## src/rtl/hilo_mult_sequencer_if.sv

```systemverilog
`default_nettype none
// ============================================================================
// Module   : hilo_mult_sequencer_if
// Brief    : EX-stage request/response bundle for the HI/LO multiply sequencer.
// Revision : 1.0 - initial release
// ============================================================================
interface hilo_mult_sequencer_if #(
  parameter int WIDTH = 32
);
  logic             Start;
  logic [1:0]       Op;
  logic [WIDTH-1:0] A;
  logic [WIDTH-1:0] B;
  logic             HiWrite;
  logic             LoWrite;
  logic [WIDTH-1:0] WriteData;
  logic             HiLoRead;
  logic [WIDTH-1:0] Hi;
  logic [WIDTH-1:0] Lo;
  logic             Busy;
  logic             Done;
  logic             Stall;

  modport master (
    output Start, Op, A, B, HiWrite, LoWrite, WriteData, HiLoRead,
    input  Hi, Lo, Busy, Done, Stall
  );

  modport slave (
    input  Start, Op, A, B, HiWrite, LoWrite, WriteData, HiLoRead,
    output Hi, Lo, Busy, Done, Stall
  );
endinterface
`default_nettype wire

```

## src/rtl/hilo_mult_sequencer.sv

```systemverilog
`default_nettype none
// ============================================================================
// Module   : hilo_mult_sequencer
// Brief    : HI/LO owner; radix-2 shift-add mult/multu/madd/msub plus mthi/mtlo.
// Revision : 1.0 - initial release
// ============================================================================
module hilo_mult_sequencer #(
  parameter int WIDTH = 32
) (
  input  logic                  Clk,
  input  logic                  Reset,
  hilo_mult_sequencer_if.slave  bus
);

  localparam int CNT_W = $clog2(WIDTH);

  localparam logic [1:0] S_IDLE = 2'd0;
  localparam logic [1:0] S_MUL  = 2'd1;
  localparam logic [1:0] S_FIN  = 2'd2;

  localparam logic [1:0] OP_MULT  = 2'b00;
  localparam logic [1:0] OP_MULTU = 2'b01;
  localparam logic [1:0] OP_MADD  = 2'b10;
  localparam logic [1:0] OP_MSUB  = 2'b11;

  logic [1:0]         state_q,  state_d;
  logic [1:0]         op_q,     op_d;
  logic [WIDTH-1:0]   mcand_q,  mcand_d;
  logic [WIDTH-1:0]   mplier_q, mplier_d;
  logic               neg_q,    neg_d;
  logic [2*WIDTH-1:0] p_q,      p_d;
  logic [CNT_W-1:0]   cnt_q,    cnt_d;
  logic [WIDTH-1:0]   hi_q,     hi_d;
  logic [WIDTH-1:0]   lo_q,     lo_d;
  logic               busy_q,   busy_d;
  logic               done_q,   done_d;

  logic [WIDTH-1:0]   w_abs_a;
  logic [WIDTH-1:0]   w_abs_b;
  logic [WIDTH-1:0]   w_addend;
  logic [WIDTH:0]     w_sum;
  logic [2*WIDTH-1:0] w_prod;
  logic [2*WIDTH-1:0] w_acc;

  // Magnitudes as unsigned values; the most negative input maps onto itself.
  assign w_abs_a  = bus.A[WIDTH-1] ? (-bus.A) : bus.A;
  assign w_abs_b  = bus.B[WIDTH-1] ? (-bus.B) : bus.B;

  assign w_addend = mplier_q[0] ? mcand_q : '0;
  assign w_sum    = {1'b0, p_q[2*WIDTH-1:WIDTH]} + {1'b0, w_addend};
  assign w_prod   = neg_q ? (-p_q) : p_q;
  assign w_acc    = {hi_q, lo_q};

  always_comb begin
    state_d  = state_q;
    op_d     = op_q;
    mcand_d  = mcand_q;
    mplier_d = mplier_q;
    neg_d    = neg_q;
    p_d      = p_q;
    cnt_d    = cnt_q;
    hi_d     = hi_q;
    lo_d     = lo_q;
    busy_d   = busy_q;
    done_d   = 1'b0;

    case (state_q)
      S_IDLE: begin
        if (bus.Start) begin
          op_d = bus.Op;
          if (bus.Op == OP_MULTU) begin
            mcand_d  = bus.A;
            mplier_d = bus.B;
            neg_d    = 1'b0;
          end else begin
            mcand_d  = w_abs_a;
            mplier_d = w_abs_b;
            neg_d    = bus.A[WIDTH-1] ^ bus.B[WIDTH-1];
          end
          p_d     = '0;
          cnt_d   = '0;
          busy_d  = 1'b1;
          state_d = S_MUL;
        end else begin
          if (bus.HiWrite) hi_d = bus.WriteData;
          if (bus.LoWrite) lo_d = bus.WriteData;
        end
      end

      S_MUL: begin
        // Carry out of the upper-half add becomes the new MSB after the shift.
        p_d      = {w_sum, p_q[WIDTH-1:1]};
        mplier_d = mplier_q >> 1;
        cnt_d    = cnt_q + 1'b1;
        if (cnt_q == CNT_W'(WIDTH - 1)) state_d = S_FIN;
      end

      S_FIN: begin
        case (op_q)
          OP_MADD:  {hi_d, lo_d} = w_acc + w_prod;
          OP_MSUB:  {hi_d, lo_d} = w_acc - w_prod;
          OP_MULT,
          OP_MULTU: {hi_d, lo_d} = w_prod;
          default:  {hi_d, lo_d} = w_prod;
        endcase
        done_d  = 1'b1;
        busy_d  = 1'b0;
        state_d = S_IDLE;
      end

      default: begin
        busy_d  = 1'b0;
        state_d = S_IDLE;
      end
    endcase
  end

  always_ff @(posedge Clk) begin
    if (Reset) begin
      state_q  <= S_IDLE;
      op_q     <= OP_MULT;
      mcand_q  <= '0;
      mplier_q <= '0;
      neg_q    <= 1'b0;
      p_q      <= '0;
      cnt_q    <= '0;
      hi_q     <= '0;
      lo_q     <= '0;
      busy_q   <= 1'b0;
      done_q   <= 1'b0;
    end else begin
      state_q  <= state_d;
      op_q     <= op_d;
      mcand_q  <= mcand_d;
      mplier_q <= mplier_d;
      neg_q    <= neg_d;
      p_q      <= p_d;
      cnt_q    <= cnt_d;
      hi_q     <= hi_d;
      lo_q     <= lo_d;
      busy_q   <= busy_d;
      done_q   <= done_d;
    end
  end

  assign bus.Hi    = hi_q;
  assign bus.Lo    = lo_q;
  assign bus.Busy  = busy_q;
  assign bus.Done  = done_q;
  assign bus.Stall = busy_q & (bus.Start | bus.HiWrite | bus.LoWrite | bus.HiLoRead);

endmodule
`default_nettype wire

```

## src/flat_wrapper.sv

```systemverilog
// flat-port wrapper written by rule: the top's interface ports become plain ports
module hilo_mult_sequencer_flat 
#(
  parameter int WIDTH = 32
)
  (Clk, Reset, bus_Start, bus_Op, bus_A, bus_B, bus_HiWrite, bus_LoWrite, bus_WriteData, bus_HiLoRead, bus_Hi, bus_Lo, bus_Busy, bus_Done, bus_Stall);
  hilo_mult_sequencer_if #(.WIDTH(WIDTH)) bus_i ();
  input  logic Clk;
  input  logic Reset;
  input wire logic [$bits(bus_i.Start)-1:0] bus_Start;
  input wire logic [$bits(bus_i.Op)-1:0] bus_Op;
  input wire logic [$bits(bus_i.A)-1:0] bus_A;
  input wire logic [$bits(bus_i.B)-1:0] bus_B;
  input wire logic [$bits(bus_i.HiWrite)-1:0] bus_HiWrite;
  input wire logic [$bits(bus_i.LoWrite)-1:0] bus_LoWrite;
  input wire logic [$bits(bus_i.WriteData)-1:0] bus_WriteData;
  input wire logic [$bits(bus_i.HiLoRead)-1:0] bus_HiLoRead;
  output wire logic [$bits(bus_i.Hi)-1:0] bus_Hi;
  output wire logic [$bits(bus_i.Lo)-1:0] bus_Lo;
  output wire logic [$bits(bus_i.Busy)-1:0] bus_Busy;
  output wire logic [$bits(bus_i.Done)-1:0] bus_Done;
  output wire logic [$bits(bus_i.Stall)-1:0] bus_Stall;
  assign bus_i.Start = bus_Start;
  assign bus_i.Op = bus_Op;
  assign bus_i.A = bus_A;
  assign bus_i.B = bus_B;
  assign bus_i.HiWrite = bus_HiWrite;
  assign bus_i.LoWrite = bus_LoWrite;
  assign bus_i.WriteData = bus_WriteData;
  assign bus_i.HiLoRead = bus_HiLoRead;
  assign bus_Hi = bus_i.Hi;
  assign bus_Lo = bus_i.Lo;
  assign bus_Busy = bus_i.Busy;
  assign bus_Done = bus_i.Done;
  assign bus_Stall = bus_i.Stall;
  hilo_mult_sequencer #(.WIDTH(WIDTH)) u_core (.Clk(Clk), .Reset(Reset), .bus(bus_i));
endmodule
```

## config.mk

```make
export PLATFORM = sky130hd
export DESIGN_NAME = hilo_mult_sequencer_flat
export DESIGN_NICKNAME = d
export VERILOG_FILES = /design/src/rtl/hilo_mult_sequencer_if.sv /design/src/rtl/hilo_mult_sequencer.sv /design/src/flat_wrapper.sv
export SDC_FILE = /design/constraint.sdc
export NUM_CORES = 1
export LEC_CHECK = 0
export BUFFER_PORTS_ARGS = -buffer_cell sky130_fd_sc_hd__clkbuf_2
export CORE_MARGIN = 3
export CORE_UTILIZATION = 56
export DETAILED_ROUTE_END_ITERATION = 6
export PLACE_DENSITY_LB_ADDON = 0.05
export SLEW_MARGIN = 10
export SYNTH_ARGS = -nofsm -noshare
export SYNTH_HDL_FRONTEND = slang
export SYNTH_SLANG_ARGS = --single-unit
```

## constraint.sdc

```tcl
create_clock -name Clk -period 5.2 [get_ports Clk]
set_input_delay 1.04 -clock Clk [delete_from_list [all_inputs] [get_ports Clk]]
set_output_delay 1.04 -clock Clk [all_outputs]
set_load 0.02 [all_outputs]
```

## After elaboration in Yosys (flattened, before gate mapping)

Cells that the tools add are included.
W data, S select, Z words.

- Bits in registers: 204
- Logic and storage cells: 74

- Add/subtract/negate cells: 7
- Eq/ne operators: 12
- Multiplexer cells: 27
- Bitwise gates (word level): 6
- Reduce and logical (&&, ||, !) cells: 11

Operator list:

| operator | count |
|---|---|
| $mux W32 | 10 |
| $pmux W32 S2 | 3 |
| $pmux W32 S3 | 2 |
| $mux W64 | 2 |
| $pmux W64 S2 | 1 |
| $add A64 B64 Y64 | 1 |
| $neg A32 Y32 | 2 |
| $neg A64 Y64 | 1 |
| $sub A64 B64 Y64 | 1 |
| $add A32 B32 Y33 | 1 |
| $pmux W5 S2 | 1 |
| $ne A2 B2 Y1 const B | 4 |
| $reduce_and A2 Y1 | 4 |
| $eq A2 B1 Y1 const B | 3 |
| $eq A2 B2 Y1 const B | 3 |
| $reduce_and A3 Y1 | 2 |
| $add A5 B1 Y5 const B | 1 |
| $eq A5 B5 Y1 const B | 1 |
| $mux W5 | 1 |
| $logic_not A2 Y1 | 2 |
| $mux W2 | 2 |
| $pmux W2 S2 | 1 |
| $reduce_bool A2 Y1 | 2 |
| $mux W1 | 3 |
| 7 further kinds | 9 |

## Longest topological paths before layout

- Depth after elaboration: 5
- Depth in mapped cells: 25
- Depth with buffers taken out: 23

## Worst setup path before layout

Ideal clock, no wire load.

- Path type: flip-flop to flip-flop
- Start point: register u_core.p_q[27]
- End point: register u_core.hi_q[31] (netlist: u_core.bus.Hi[31])
- Setup time: 79 ps
- Data arrival time: 5673 ps
- Setup slack: -552 ps
- Cell stages (with the launch flop): 21
- Buffers on the path: 1
- Period minus slack after synthesis: 5752 ps
- Cell sequence: dfxtp_1 > or3_4 > or3_4 > or4_4 > or3_4 > or3_2 > or3_4 > nand2_1 > xnor2_1 > ha_1 > clkbuf_1 > nor4_1 > nand2_1 > o2111ai_1 > nor3_1 > a211oi_1 > o21ai_0 > or4_1 > nand3b_1 > or4b_1 > o211ai_1

- Longest elaborated chain between the ends: 5

RTL lines:

| what | line | RTL |
|---|---|---|
| from (decl) | hilo_mult_sequencer.sv:31 | `logic [2*WIDTH-1:0] p_q, p_d;` |
| from (signal assigned) | hilo_mult_sequencer.sv:137 | `p_q <= p_d;` |
| $neg A64 Y64 | hilo_mult_sequencer.sv:51 | `assign w_prod = neg_q ? (-p_q) : p_q;` |
| $mux W64 * | hilo_mult_sequencer.sv:51 |  |
| $sub A64 B64 Y64 / $add A64 B64 Y64 (equally long branches) | hilo_mult_sequencer.sv:101, hilo_mult_sequencer.sv:100 |  |
| $pmux W32 S3 * | hilo_mult_sequencer.sv:99 | `case (op_q)` |
| $pmux W32 S2 * | hilo_mult_sequencer.sv:67 | `case (state_q)` |
| to (signal assigned) | hilo_mult_sequencer.sv:139 | `hi_q <= hi_d;` |
| to (decl) | hilo_mult_sequencer.sv:33 | `logic [WIDTH-1:0] hi_q, hi_d;` |

Every way passes the cells marked *; elsewhere a longest branch is shown, timed or not.
A chain may end at the register's enable or synchronous reset.

## Worst setup path in the final report

- Start point: register u_core.p_q[27]
- End point: register u_core.hi_q[30] (netlist: u_core.bus.Hi[30])

The elaborated chain is that of the path after synthesis.

==> metrics.md <==
| Metric | Value |
|---|---|
| Pins over their slew limit | 0 |
| Max Fanout on Critical Path | 4 |
| Max_cap viols | 0 |
| PwrDens | 212.4 mW/mm2 |
| Min Hold Slack | between 0.4 and 0.5 ns |
| CP bufs+invs | 3 |
| Final Setup Violations | 20 |
| Number of global-route vias before repair | ~24,000 |
| Initial antenna violation count | 3 |
| Initial Util | 57.51% |
| Latest clock arrival within the worst-skew pair | 0.55 ns |
| FP Rows | 68 |
| FILL cells | around 2,500 |
| Sequential area share after synthesis | slightly above 20% |
| Clk root buf | clkbuf_16 |
| CP dominant cell by count | or3_4 |
| CP required | 5.67 ns |
| CTS tree | done |
| Drt first pass iters | 7 |
| Max clock buf depth | 3 |
| 1st-iter DRT viols | 3,260 |
| Crit. End Element | register |
| Hold Vio Cnt, Final | 0 |
| Crit path time final | 5.669 ns |
| IR drop worst, VDD | 0.3040 mV |
| Drt drc | 2 |
| Measured slew at the worst slew-check pin | 1.345 ns |
| RSZ-0062 raised after global routing | yes |
| FF+latch count, synth | 204 |
| First-pass GRT wire length | between 100,000 and 150,000 um |
| Tot GR Track Use | 43.12% |
| Dpl cells | 3,723 |
| Die area | 0.03822 mm2 |
| Setup TNS Final | -3.663 ns |
| Die X | 195.5 um |
| Slowest cell on the critical path | or3_4 |
| Syn Std Cell Area | 0.02011 mm2 |
| WS Path Type | register to register |
| Arr. time, crit path | 6.14 ns |
| Final #Nets | around 3,600 |
| Asr flop ratio synth | 0% |
| Crit path largest cell delay | 0.45 ns |
| Syn Nets | 3,103 |
| Max Clk Rate | 0.1764 GHz |
| H-tree levels | 1 |
| Largest net degree at the start of global routing | 138 |
| Status | complete, but fails checks |
| Synth Warn # | 0 |
| Worst Slack Setup Final | -0.4687 ns |
| CP Cell Sequence | or3_4 -> or3_4 -> or4_4 -> or3_4 -> or3_4 -> or3_4 -> o31ai_4 -> xor2_2 -> inv_2 -> ha_4 -> clkinv_4 -> buf_6 -> o21bai_4 -> a21oi_2 -> nor2_1 -> o21a_1 -> or3_4 -> a31oi_4 -> nor2_4 -> o31ai_4 -> nor2_2 -> o31a_1 -> o31ai_2 |
| Failing checks | DRC, setup timing |
| DR WL/cell | roughly 24 um |
| DP HPWL | 65,500 um |
| Placer Congestion | between 1 and 1.5 |
| Cell Count, Final, Fillers Out | about 3,800 |
| Fin util | between 70% and 80% |
| Relative slew slack | 10.24% |
| Commonest non-fill, non-tap cell in the layout | buf_4 |
| Mapped Cells | 2,833 |
| Top Ports | 171 |
| Vias per Instance | 6.632 |
| Final period utilization | 109.0% |
| Area of the core | 0.03497 mm2 |
| Layout cells sized above 1 | 30.27% |
| Synth unique cells | between 80 and 90 |
| Crit path max-delay family | simple AND/OR/NAND/NOR gates |
| Port bufs | 170 |
| P_leak | between 10 and 15 nW |
| Clock skew | 0.009398 ns |
| Synth Area per Inst | 7.099 um2 |
| Post-synth top flop | dfxtp_1 |
| Via count | 25,330 |
| Tightest Hold Check Type | register to register |
| Commonest cells after routing, fill and taps aside | 467 x buf_4, 289 x a21oi_1, 264 x nor2_1 |
| Clk sinks | 204 |
| CP Launch Type | register |
| # hold bufs at CTS | 0 |
| Final antenna-violating net count | 0 |
| Routed Wire Length | 89,770 um |
| Syn-to-layout area delta | 36.89% |
| CTS buffer count | 25 |
| Clock-pin slew on the worst setup and hold paths | 0.07 ns |
| Total grt overflow | 0 |
| Post-synth EDFFs | 0 |
| Die Ht | 195.5 um |
[worst paths after layout]
check,startpoint,endpoint,slack [ns],cells after the start
max,u_core.p_q[27],u_core.bus.Hi[30],-0.47,23
min,u_core.mcand_q[0],u_core.mcand_q[0],0.45,2
max reg2reg,u_core.p_q[27],u_core.bus.Hi[30],-0.47,23
min reg2reg,u_core.mcand_q[0],u_core.mcand_q[0],0.45,2
[state kept, by name, indices dropped and copies added, names as in the netlist]
signal and flops:
u_core.bus.Busy 1, u_core.bus.Done 1, u_core.bus.Hi 32, u_core.bus.Lo 32, u_core.cnt_q 5, u_core.mcand_q 32, u_core.mplier_q 32, u_core.neg_q 1
u_core.op_q 2, u_core.p_q 64, u_core.state_q 2
[what timing repair did]
item	in CTS	in global routing
setup endpoints to repair	32	40
pin swaps	66	143
buffers inserted	19	35
gates resized for setup	150	263
gates cloned	0	0
[routing by layer]
metal | share of wire, % | global-route usage, % | vias up
li1 | - | - | 11290
met1 | 39 | 57.71 | 11860
met2 | 43 | 66.69 | 1795
met3 | 12 | 8.644 | 385
met4 | 6.1 | 20.39 | 0
met5 | 0 | 0 | -
[cells in the mapped netlist (6+ instances only)]
| master | count | share of area [%] |
|---|---|---|
| o21a_1 | 18 | 0.67 |
| o211ai_1 | 30 | 1.1 |
| nand2b_1 | 23 | 0.72 |
| a311oi_1 | 14 | 0.61 |
| or4_1 | 21 | 0.78 |
| o311ai_0 | 8 | 0.35 |
| a211o_1 | 11 | 0.48 |
| nor2_1 | 282 | 5.3 |
| nor2b_1 | 27 | 0.84 |
| a2111oi_0 | 8 | 0.35 |
| a21boi_0 | 6 | 0.22 |
| o21ai_0 | 157 | 3.9 |
| o41ai_1 | 16 | 0.70 |
| o21bai_1 | 45 | 1.7 |
| and3_1 | 15 | 0.47 |
| nor4_1 | 34 | 1.1 |
| ha_1 | 163 | 10 |
| o31ai_1 | 48 | 1.8 |
| o22ai_1 | 12 | 0.37 |
| nand3_1 | 74 | 1.8 |
| and2_1 | 40 | 1.2 |
| dfxtp_1 | 204 | 20 |
| clkbuf_1 | 162 | 3.0 |
| a221oi_1 | 12 | 0.52 |
| a211oi_1 | 63 | 2.4 |
| a21o_1 | 46 | 1.7 |
| nor3_1 | 79 | 2.0 |
| a21oi_1 | 346 | 8.6 |
| inv_1 | 146 | 2.7 |
| xor2_1 | 76 | 3.3 |
| o31a_1 | 7 | 0.30 |
| or2_2 | 7 | 0.22 |
| nand4_1 | 29 | 0.90 |
| a22oi_1 | 54 | 2.0 |
| buf_1 | 13 | 0.24 |
| mux2i_1 | 18 | 0.90 |
| nand2_1 | 251 | 4.7 |
| xnor2_1 | 122 | 5.3 |
| a31oi_1 | 21 | 0.65 |
| or3_1 | 33 | 1.0 |
[per-stage QoR]
stage	worst slack [ns]	instance area, um2	total power (W)
finish	-0.4687	27530	0.005848
global route	-0.6048	27520	0.006020
global placement	-0.5743	24290	0.003476
detailed placement	-0.6778	24290	0.003505
floorplan	-0.2337	20170	0.002717
CTS	-0.3568	25980	0.005583
[power by group]
part | switching (W) | internal [W] | leakage [nW]
combinational | 0.00122 | 0.000897 | 9.84
sequential | 0.000100 | 0.00164 | 1.67
clock | 0.000785 | 0.00120 | 0.448
total | 0.00211 | 0.00374 | 12.0
[cells by family after synthesis]
group                      Yosys count  share of synthesized area, %
DFF                                204                         20.31
buffers and inverters              328                         6.184
muxes                               19                        0.9518
AOI/OAI and AO/OA                  972                         31.02
and+or+nand+nor                    944                         22.32
adders and majority gates          166                         10.44
xor gates and xnor gates           200                         8.784
[cell type report]
cell class                      count  area, um2  share of cell area (%)
Clock inverter                     17      257.7                  0.9362
Clock buffer                       28      646.9                   2.350
Timing Repair Buffer              662       4661                   16.93
Tap cell                          455      569.3                   2.068
Multi-Input combinational cell   2301      16730                   60.77
Antenna cell                        4      10.01                 0.03636
Inverter                          148      565.5                   2.054
Sequential cell                   204       4090                   14.86
[worst min-delay path: cells and delay by family, from the launching register on]
| family | cells | cell delay (ns) |
|---|---|---|
| DFF | 1 | 0.30 |
| and+or+nand+nor | 1 | 0.05 |
| AOI/OAI and AO/OA | 1 | 0.05 |
Note: power is estimated with default switching activity, not from simulation.
